### config.mk
export PLATFORM = sky130hd
export DESIGN_NAME = ht_head_reader_flat
export DESIGN_NICKNAME = d
export VERILOG_FILES = /design/src/rtl/ht_head_reader_pkg.sv /design/src/rtl/ht_head_reader_if.sv /design/src/rtl/ht_head_reader_sc_fifo.sv /design/src/rtl/ht_head_reader.sv /design/src/flat_wrapper.sv
export SDC_FILE = /design/constraint.sdc
export NUM_CORES = 1
export LEC_CHECK = 0
export CAP_MARGIN = 5
export CORE_ASPECT_RATIO = 1.25
export CORE_MARGIN = 3
export CORE_UTILIZATION = 59
export CTS_BUF_LIST = sky130_fd_sc_hd__clkbuf_4 sky130_fd_sc_hd__clkbuf_8 sky130_fd_sc_hd__clkbuf_16
export CTS_CLUSTER_DIAMETER = 120
export DETAILED_ROUTE_END_ITERATION = 10
export GPL_ROUTABILITY_DRIVEN = 1
export PLACE_DENSITY = 0.83
export SYNTH_ARGS = -nofsm -noshare
export SYNTH_HDL_FRONTEND = slang
export SYNTH_SLANG_ARGS = --single-unit
### constraint.sdc
create_clock -name clk_i -period 6 [get_ports clk_i]
set_clock_uncertainty 0.1 [all_clocks]
set_input_delay 0.6 -clock clk_i [delete_from_list [all_inputs] [get_ports clk_i]]
set_output_delay 0.6 -clock clk_i [all_outputs]
set_load 0.02 [all_outputs]
### src/rtl/ht_head_reader_pkg.sv
// rtl/ht_head_reader_pkg.sv - shared types for the hash-table head-pointer read stage
package hash_table;

    localparam int BUCKET_WIDTH   = 8;
    localparam int HEAD_PTR_WIDTH = 8;

    // Hashed command word as it travels down the hash-table pipeline.
    typedef struct packed {
        logic [3:0]                opcode;
        logic [15:0]               key;
        logic [BUCKET_WIDTH-1:0]   bucket;
        logic [HEAD_PTR_WIDTH-1:0] head_ptr;
        logic                      head_ptr_val;
    } ht_pdata_t;

    // One entry of the per-bucket head-pointer RAM.
    typedef struct packed {
        logic [HEAD_PTR_WIDTH-1:0] ptr;
        logic                      ptr_val;
    } head_ram_data_t;

    // Fold a head RAM return into a command word; every other field passes through.
    function automatic ht_pdata_t merge_head(input ht_pdata_t p, input head_ram_data_t h);
        ht_pdata_t r;
        r              = p;
        r.head_ptr     = h.ptr;
        r.head_ptr_val = h.ptr_val;
        return r;
    endfunction

endpackage

### src/rtl/ht_head_reader_if.sv
// rtl/ht_head_reader_if.sv - command in/out streams and head RAM read port of ht_head_reader
interface ht_head_reader_if;
    import hash_table::*;

    ht_pdata_t                 pdata_in_i;
    logic                      pdata_in_valid_i;
    logic                      pdata_in_ready_o;
    logic [BUCKET_WIDTH-1:0]   rd_addr_o;
    logic                      rd_en_o;
    head_ram_data_t            rd_data_i;
    ht_pdata_t                 pdata_out_o;
    logic                      pdata_out_valid_o;
    logic                      pdata_out_ready_i;

    // Seen from the head reader.
    modport slave (
        input  pdata_in_i, pdata_in_valid_i, rd_data_i, pdata_out_ready_i,
        output pdata_in_ready_o, rd_addr_o, rd_en_o, pdata_out_o, pdata_out_valid_o
    );

    // Seen from the surrounding pipeline / RAM.
    modport master (
        output pdata_in_i, pdata_in_valid_i, rd_data_i, pdata_out_ready_i,
        input  pdata_in_ready_o, rd_addr_o, rd_en_o, pdata_out_o, pdata_out_valid_o
    );

endinterface

### src/rtl/ht_head_reader_sc_fifo.sv
// rtl/ht_head_reader_sc_fifo.sv - single-clock show-ahead FIFO used as the output buffer
module ht_sc_fifo #(
    parameter int WIDTH = 8,
    parameter int DEPTH = 4
) (
    input  logic             clk_i,
    input  logic             rst_i,
    input  logic             push_i,
    input  logic [WIDTH-1:0] push_data_i,
    input  logic             pop_i,
    output logic [WIDTH-1:0] head_o,
    output logic             empty_o,
    output logic             full_o
);

    localparam int PTR_W = (DEPTH > 1) ? $clog2(DEPTH) : 1;
    localparam int CNT_W = $clog2(DEPTH + 1);

    logic [WIDTH-1:0] mem_q [DEPTH];
    logic [WIDTH-1:0] mem_d [DEPTH];
    logic [PTR_W-1:0] wr_ptr_q, wr_ptr_d;
    logic [PTR_W-1:0] rd_ptr_q, rd_ptr_d;
    logic [CNT_W-1:0] count_q, count_d;
    logic             do_push;
    logic             do_pop;

    // Pointers wrap at DEPTH, which need not be a power of two.
    function automatic logic [PTR_W-1:0] next_ptr(input logic [PTR_W-1:0] p);
        return (p == PTR_W'(DEPTH - 1)) ? '0 : p + PTR_W'(1);
    endfunction

    assign empty_o = (count_q == '0);
    assign full_o  = (count_q == CNT_W'(DEPTH));
    assign do_push = push_i & ~full_o;
    assign do_pop  = pop_i & ~empty_o;
    // Head reads as zero when empty so the output bus is clean out of reset.
    assign head_o  = empty_o ? '0 : mem_q[rd_ptr_q];

    // Next-state for storage, pointers and occupancy.
    always_comb begin
        mem_d    = mem_q;
        wr_ptr_d = wr_ptr_q;
        rd_ptr_d = rd_ptr_q;
        count_d  = count_q;
        if (do_push) begin
            mem_d[wr_ptr_q] = push_data_i;
            wr_ptr_d        = next_ptr(wr_ptr_q);
        end
        if (do_pop) begin
            rd_ptr_d = next_ptr(rd_ptr_q);
        end
        case ({do_push, do_pop})
            2'b10:   count_d = count_q + CNT_W'(1);
            2'b01:   count_d = count_q - CNT_W'(1);
            default: count_d = count_q;
        endcase
    end

    // Control state; reset empties the FIFO.
    always_ff @(posedge clk_i or posedge rst_i) begin
        if (rst_i) begin
            wr_ptr_q <= '0;
            rd_ptr_q <= '0;
            count_q  <= '0;
        end else begin
            wr_ptr_q <= wr_ptr_d;
            rd_ptr_q <= rd_ptr_d;
            count_q  <= count_d;
        end
    end

    // Storage array; contents are don't-care while the entry is not occupied.
    always_ff @(posedge clk_i) begin
        mem_q <= mem_d;
    end

endmodule

### src/rtl/ht_head_reader.sv
// rtl/ht_head_reader.sv - reads the bucket head pointer and merges it into each command word
module ht_head_reader
    import hash_table::*;
#(
    parameter int RD_LATENCY = 2,
    parameter int FIFO_DEPTH = RD_LATENCY + 2
) (
    input  logic             clk_i,
    input  logic             rst_i,
    ht_head_reader_if.slave  bus
);

    localparam int OCC_W = $clog2(FIFO_DEPTH + 1);
    localparam int PD_W  = $bits(ht_pdata_t);

    logic                  acc;
    logic                  pop;
    logic                  push;
    ht_pdata_t             merged;
    logic [PD_W-1:0]       fifo_head;
    logic                  fifo_empty;
    logic                  fifo_full;

    logic [OCC_W-1:0]      occ_q, occ_d;
    logic [RD_LATENCY-1:0] stage_valid_q, stage_valid_d;
    ht_pdata_t             stage_data_q [RD_LATENCY];
    ht_pdata_t             stage_data_d [RD_LATENCY];

    // Credit covers the delay line plus the FIFO, so a word is only accepted
    // when a FIFO slot is guaranteed to be free by the time its RAM data lands.
    // Ready depends on registered occupancy only; a pop frees credit next cycle.
    assign bus.pdata_in_ready_o = (occ_q < OCC_W'(FIFO_DEPTH)) & ~rst_i;
    assign acc                  = bus.pdata_in_valid_i & bus.pdata_in_ready_o;
    assign bus.rd_en_o          = acc;
    assign bus.rd_addr_o        = bus.pdata_in_i.bucket;

    assign push                  = stage_valid_q[RD_LATENCY-1];
    assign pop                   = bus.pdata_out_valid_o & bus.pdata_out_ready_i;
    assign bus.pdata_out_valid_o = ~fifo_empty;
    assign bus.pdata_out_o       = ht_pdata_t'(fifo_head);

    // Delay line, credit counter next-state, and the final-stage merge.
    always_comb begin
        stage_valid_d    = stage_valid_q;
        stage_data_d     = stage_data_q;
        occ_d            = occ_q;
        merged           = merge_head(stage_data_q[RD_LATENCY-1], bus.rd_data_i);

        stage_valid_d[0] = acc;
        if (acc) begin
            stage_data_d[0] = bus.pdata_in_i;
        end
        for (int i = 1; i < RD_LATENCY; i++) begin
            stage_valid_d[i] = stage_valid_q[i-1];
            stage_data_d[i]  = stage_data_q[i-1];
        end

        case ({acc, pop})
            2'b10:   occ_d = occ_q + OCC_W'(1);
            2'b01:   occ_d = occ_q - OCC_W'(1);
            default: occ_d = occ_q;
        endcase
    end

    // Pipeline and credit registers; reset discards everything in flight.
    always_ff @(posedge clk_i or posedge rst_i) begin
        if (rst_i) begin
            occ_q         <= '0;
            stage_valid_q <= '0;
            for (int i = 0; i < RD_LATENCY; i++) begin
                stage_data_q[i] <= '0;
            end
        end else begin
            occ_q         <= occ_d;
            stage_valid_q <= stage_valid_d;
            stage_data_q  <= stage_data_d;
        end
    end

    ht_sc_fifo #(
        .WIDTH (PD_W),
        .DEPTH (FIFO_DEPTH)
    ) u_fifo (
        .clk_i       (clk_i),
        .rst_i       (rst_i),
        .push_i      (push),
        .push_data_i (merged),
        .pop_i       (pop),
        .head_o      (fifo_head),
        .empty_o     (fifo_empty),
        .full_o      (fifo_full)
    );

`ifndef SYNTHESIS
    // A push into a full FIFO means the credit accounting is broken.
    always_ff @(posedge clk_i) begin
        if (!rst_i) begin
            assert (!(push && fifo_full));
        end
    end
`endif

endmodule

### src/flat_wrapper.sv
// flat-port wrapper written by rule: the top's interface ports become plain ports
module ht_head_reader_flat import hash_table::*;
#(
    parameter int RD_LATENCY = 2,
    parameter int FIFO_DEPTH = RD_LATENCY + 2
)
  (clk_i, rst_i, bus_pdata_in_i, bus_pdata_in_valid_i, bus_rd_data_i, bus_pdata_out_ready_i, bus_pdata_in_ready_o, bus_rd_addr_o, bus_rd_en_o, bus_pdata_out_o, bus_pdata_out_valid_o);
  ht_head_reader_if bus_i ();
  input  logic clk_i;
  input  logic rst_i;
  input wire logic [$bits(bus_i.pdata_in_i)-1:0] bus_pdata_in_i;
  input wire logic [$bits(bus_i.pdata_in_valid_i)-1:0] bus_pdata_in_valid_i;
  input wire logic [$bits(bus_i.rd_data_i)-1:0] bus_rd_data_i;
  input wire logic [$bits(bus_i.pdata_out_ready_i)-1:0] bus_pdata_out_ready_i;
  output wire logic [$bits(bus_i.pdata_in_ready_o)-1:0] bus_pdata_in_ready_o;
  output wire logic [$bits(bus_i.rd_addr_o)-1:0] bus_rd_addr_o;
  output wire logic [$bits(bus_i.rd_en_o)-1:0] bus_rd_en_o;
  output wire logic [$bits(bus_i.pdata_out_o)-1:0] bus_pdata_out_o;
  output wire logic [$bits(bus_i.pdata_out_valid_o)-1:0] bus_pdata_out_valid_o;
  assign bus_i.pdata_in_i = bus_pdata_in_i;
  assign bus_i.pdata_in_valid_i = bus_pdata_in_valid_i;
  assign bus_i.rd_data_i = bus_rd_data_i;
  assign bus_i.pdata_out_ready_i = bus_pdata_out_ready_i;
  assign bus_pdata_in_ready_o = bus_i.pdata_in_ready_o;
  assign bus_rd_addr_o = bus_i.rd_addr_o;
  assign bus_rd_en_o = bus_i.rd_en_o;
  assign bus_pdata_out_o = bus_i.pdata_out_o;
  assign bus_pdata_out_valid_o = bus_i.pdata_out_valid_o;
  ht_head_reader #(.RD_LATENCY(RD_LATENCY), .FIFO_DEPTH(FIFO_DEPTH)) u_core (.clk_i(clk_i), .rst_i(rst_i), .bus(bus_i));
endmodule
* Yosys cells after proc, flatten, opt, wreduce, memory -nomap -nowiden *
Cells that the tools add are included.

storage, ports and cells
  word-level logic and storage cells = 57
  bits of input ports = 50
  register bits after elaboration = 216

cells by class
  $lt $le $gt $ge = 4
  bitwise operators = 10
  equality and inequality tests = 7
  $add $sub $neg = 6
  muxes and demuxes = 11
  reductions and logical operators = 4

operators by type and width
  operator                                                                      number
  148-bit bitwise mux                                                           1
  37-bit two-way mux                                                            4
  37-bit binary-select mux with 2-bit select                                    1
  37-bit demux with 2-bit select                                                1
  3-bit one-hot mux with 2 select lines                                         2
  2-bit equality test, second input constant                                    4
  3-bit by 1-bit adder with 3-bit output, second input constant                 2
  3-bit greater-or-equal comparator, second input constant                      2
  2-bit inverter with 3-bit output                                              2
  3-bit by 1-bit subtractor with 3-bit output, second input constant            2
  1-bit bitwise AND                                                             5
  2-bit by 1-bit adder with 2-bit output, second input constant                 2
  2-bit by 1-bit equality test with 1-bit output, second input constant         2
  2-bit two-way mux                                                             2
  2-bit nonzero test                                                            2
  3-bit equality test, second input constant                                    1
  3-bit zero test                                                               1
  3-bit by 1-bit less-than comparator with 1-bit output, second input constant  1
  3-bit less-than comparator, second input constant                             1
  1-bit inverter                                                                3
  1-bit logical AND                                                             1

* Longest topological paths before layout *
  word-level depth = 6
  mapped depth = 9

* Cells and area by module *
A second synthesis with hierarchy kept.

unflattened totals
  cell total of the unflattened synthesis = 390
  area total of the unflattened synthesis = 8202.9 um^2

by module, submodules not included
  module          cells each  times used  area an instance (um^2)  sequential area each (um^2)
  ht_sc_fifo      274         1           6022.0                   4619.4
  ht_head_reader  116         1           2180.8                   1526.5

* Least setup slack after synthesis *
OpenSTA, ideal clock, no wires.

  kind = in2reg
  start point = input port rst_i
  end point = register u_core.occ_q[2]
  library setup time = 0.125 ns
  stages = 9
  buffers on the path = 1
  data required time = 5.775 ns
  data arrival time = 2.378 ns
  path slack = 3.397 ns
  cell sequence = nor2_1 -> and2_1 -> buf_2 -> inv_1 -> ha_1 -> fa_1 -> xnor2_1 -> nor2_1 -> xor2_1

on the way
  cells in the longest elaborated chain, start to end = 5
  elaborated cells on any way between the ends = 7
  classes of those cells = eq/ne (2); mux (1); bitwise (3); reduce/logical (1)

ends and longest elaborated chain
  item                                                                                          RTL line              source
  from (decl)                                                                                   flat_wrapper.sv:10    input logic rst_i;
  1-bit inverter *                                                                              ht_head_reader.sv:32  assign bus.pdata_in_ready_o = (occ_q < OCC_W'(FIFO_DEPTH)) & ~rst_i;
  1-bit bitwise AND *                                                                           ht_head_reader.sv:32
  1-bit bitwise AND *                                                                           ht_head_reader.sv:33  assign acc = bus.pdata_in_valid_i & bus.pdata_in_ready_o;
  net bus_rd_en_o                                                                               flat_wrapper.sv:17    output wire logic [$bits(bus_i.rd_en_o)-1:0] bus_rd_en_o;
  2-bit by 1-bit equality test with 1-bit output / 2-bit equality test (equally long branches)  ht_head_reader.sv:58  case ({acc, pop})
  3-bit one-hot mux with 2 select lines / 2-bit nonzero test (equally long branches)            --
  to (signal assigned)                                                                          ht_head_reader.sv:68  occ_q <= '0;
  to (signal assigned)                                                                          ht_head_reader.sv:74  occ_q <= occ_d;
  to (decl)                                                                                     ht_head_reader.sv:24  logic [OCC_W-1:0] occ_q, occ_d;

The timed path passes the listed nets; every way through them passes the cells marked *.
A chain may end at the register's enable or synchronous reset.

* Worst setup path after layout *
  start point = register u_core.u_fifo.rd_ptr_q[0]
  end point = output port bus_pdata_out_o[10]

on the way
  cells in the longest elaborated chain, start to end = 5

ends and longest elaborated chain
  item                                                    RTL line                      source
  from (decl)                                             ht_head_reader_sc_fifo.sv:22  logic [PTR_W-1:0] rd_ptr_q, rd_ptr_d;
  from (signal assigned)                                  ht_head_reader_sc_fifo.sv:67  rd_ptr_q <= rd_ptr_d;
  2-bit inverter with 3-bit output (implied by the code)  ht_head_reader_sc_fifo.sv:37  assign head_o = empty_o ? '0 : mem_q[rd_ptr_q];
  37-bit binary-select mux with 2-bit select              ht_head_reader_sc_fifo.sv:37
  37-bit two-way mux (implied by the code) (2 in a row)   ht_head_reader_sc_fifo.sv:37
  37-bit two-way mux                                      ht_head_reader_sc_fifo.sv:37
  to (decl)                                               flat_wrapper.sv:18            output wire logic [$bits(bus_i.pdata_out_o)-1:0] bus_pdata_out_o;

Every way passes these cells. The select of a mux whose other input is x is not followed.

==> metrics.yaml <==
cts.clk_slew.worst_paths_ps: 70
drv_slew: 0
path_class: "reg2out"
synthXorXnorAreaFrac_pct: 0.6551
hp-start: "u_core.stage_valid_q[0]"
crit_chain: "buf_4, mux4_2, and2_1, clkdlybuf4s50_1"
areaGrowthSynthToFinish_pct: 19.87
htreeDepth: 1
multiInputGateArea_um2: 1702
mostFrequentLayoutCells: "edfxtp_1, clkdlybuf4s50_1, dfrtp_1"
cp.depth: 4
r2r_setup_slack_ps: 3190
io_pins: 98
synth_top_cell_by_area: "edfxtp_1"
post_drt_wl_per_cell_um: 19.72
cts_root_buf: "clkbuf_16"
clockBufferDepth: 3
nNetsFinal: 532
power.density_nw_per_um2: 511.2
die_y_um: 136.4
cts.sinks: 216
port_buffers: 88
dp_hpwl_um: 7395
grt-ovfl-total: 0
cpMaxStageDelayCell: "dfrtp_2"
worstHoldPathType: "reg2reg"
power.leakage_uw: 0.003417
tns_ps: 0
initial_core_util_pct: 60.36
gp_congestion: 0.7319
ys_warn_count: 0
pre_cts_ws_ps: 2665
synthSimpleGateAreaFrac_pct: 3.666
required_ps: 5300
drc_errors: 0
rows: 47
grt_use_total_pct: 18.15
ff_latch_area_um2: 6148
drive_above_1_share_pct: 23.25
critPathBufInv: 2
whs_endpoint: "u_core.stage_valid_q[1]"
fin_ws_ps: 2225
reg2reg_from: "u_core.u_fifo.count_q[0]"
hold_violations: 0
fmax_mhz: 264.9
post_cts_buffers: 0
synthMuxAreaShare_pct: 15.15
drt_iter0_drc: 133
synth_top_area_share_pct: 55.40
grt_start_max_net_pins: 69
r2r-end: "u_core.occ_q[2]"
vias: 3655
postLayoutCellArea_um2: 9615
fill_cells: 824
dieArea_um2: 15040
critical-path-top-delay-family: "buffers and inverters"
max_stage_delay_ps: 830
setup_viol: 0
post-route-util_pct: 72.35
numCtsBuffers: 19
synth_top_family_by_area: "multiplexers"
peakVddDrop_v: 0.0003858
dr.pass1.iters: 5
tightestPinTransition_ps: 1044
final_common_cell: "edfxtp_1"
routed_wl_um: 12970
synth.cell_area_um2: 8021
final_antenna_net_count: 0
yosys_register_bits: 216
rsz0062_at_grt: "false"
hold_buffers: 0
dp_cells: 623
yosys.area_share.adder_pct: 1.591
drv_cap: 0
syn_area_per_cell_um2: 20.89
syn-num-nets: 443
place_area_um2: 9001
ys_types: 18
post_cts_resized: 0
cts_tree: "done"
stdcell_count: 658
die_w_um: 110.3
synth_compound_area_share_pct: 0.07799
synth_cells: 384
min_path_cells: 0
finalCriticalPeriod_ps: 3775
outcome: "complete, no violations"
grt_first_pass_wirelength_um: 20470
cp.arrival_ps: 3070
antenna_found_initial: 0
via_per_inst: 5.555
grt_pass1_vias: 3917
end_kind: "output port"
period_share_pct: 62.91
r2r_cells: 8
clock_latency_ps: 480
slew-limit-headroom_pct: 30.37
ys_seq_area_share_pct: 76.62
critPathLaunchType: "register"
synthTopCellsByArea: "edfxtp_1, dfrtp_1, mux4_2"
cp_max_fo: 22
core-area_um2: 13290
==> power by group <==
part           internal [uW]  total [uW]  leakage [uW]  switching [uW]
logic                    799        1420      0.000962             626
clock network            688        1170      0.000310             478
registers               2040        2320       0.00214             283
==> cells in the mapped netlist, drive strengths merged <==
master	instances
a31oi	1
and2	43
buf	18
clkbuf	5
dfrtp	68
edfxtp	148
fa	2
ha	7
inv	9
mux2	33
mux2i	1
mux4	37
nor2	5
or3	1
xnor2	3
xor2	3
==> metrics by stage <==
step	total power [uW]	hold WS, ps
floorplan	3209	231.2
global placement	3720	231.8
detailed placement	3799	234.7
CTS	4978	250.1
global route	5171	285.1
finish	4916	249.4
==> worst register-to-register path: stages, from the launching register on <==
cell and delay [ps]:
dfrtp_1 410, or3_1 610, buf_4 320, and2_1 250, ha_1 240, fa_1 390, xnor2_1 140, nor2_1 130
xor2_1 150
==> cell families after synthesis <==
| logic type | Yosys count |
|---|---|
| AOI/OAI and AO/OA | 1 |
| xor gates and xnor gates | 6 |
| adders and majority gates | 9 |
| buffers and inverters | 32 |
| DFF | 216 |
| muxes | 71 |
| and+or+nand+nor | 49 |
==> worst max-delay path by stage <==
stage | start | end | slack (ps)
floorplan | rst_i | u_core.occ_q[2] | 3400
finish | u_core.u_fifo.rd_ptr_q[0] | bus_pdata_out_o[10] | 2230
CTS | u_core.u_fifo.rd_ptr_q[0] | bus_pdata_out_o[10] | 2150
detailed placement | rst_i | bus_rd_en_o | 2670
global route | u_core.u_fifo.rd_ptr_q[0] | bus_pdata_out_o[10] | 2020
global placement | rst_i | bus_rd_en_o | 2660
==> area by class of cell <==
class	instances	area share (%)
Timing Repair Buffer	91	9.395
Tap cell	171	2.225
Multi-Input combinational cell	136	17.70
Antenna cell	1	0.02602
Sequential cell	216	63.94
Clock buffer	28	5.777
Clock inverter	6	0.5856
Inverter	9	0.3513
==> registers in the layout, summed over array words and instances, names as in the netlist <==
name and flops:
u_core.u_fifo.mem_q 148, u_core.merged 28, u_core.stage_data_d 28, u_core.occ_q 3
u_core.u_fifo.count_q 3, u_core.stage_valid_q 2, u_core.u_fifo.rd_ptr_q 2, u_core.u_fifo.wr_ptr_q 2
==> routing by layer <==
layer,track usage [%],routed length (um)
met1,21.70,4737
met2,32.89,7309
met3,3.373,612
met4,6.023,314
met5,0,0
No activity file was read; power rests on OpenSTA's default activity.
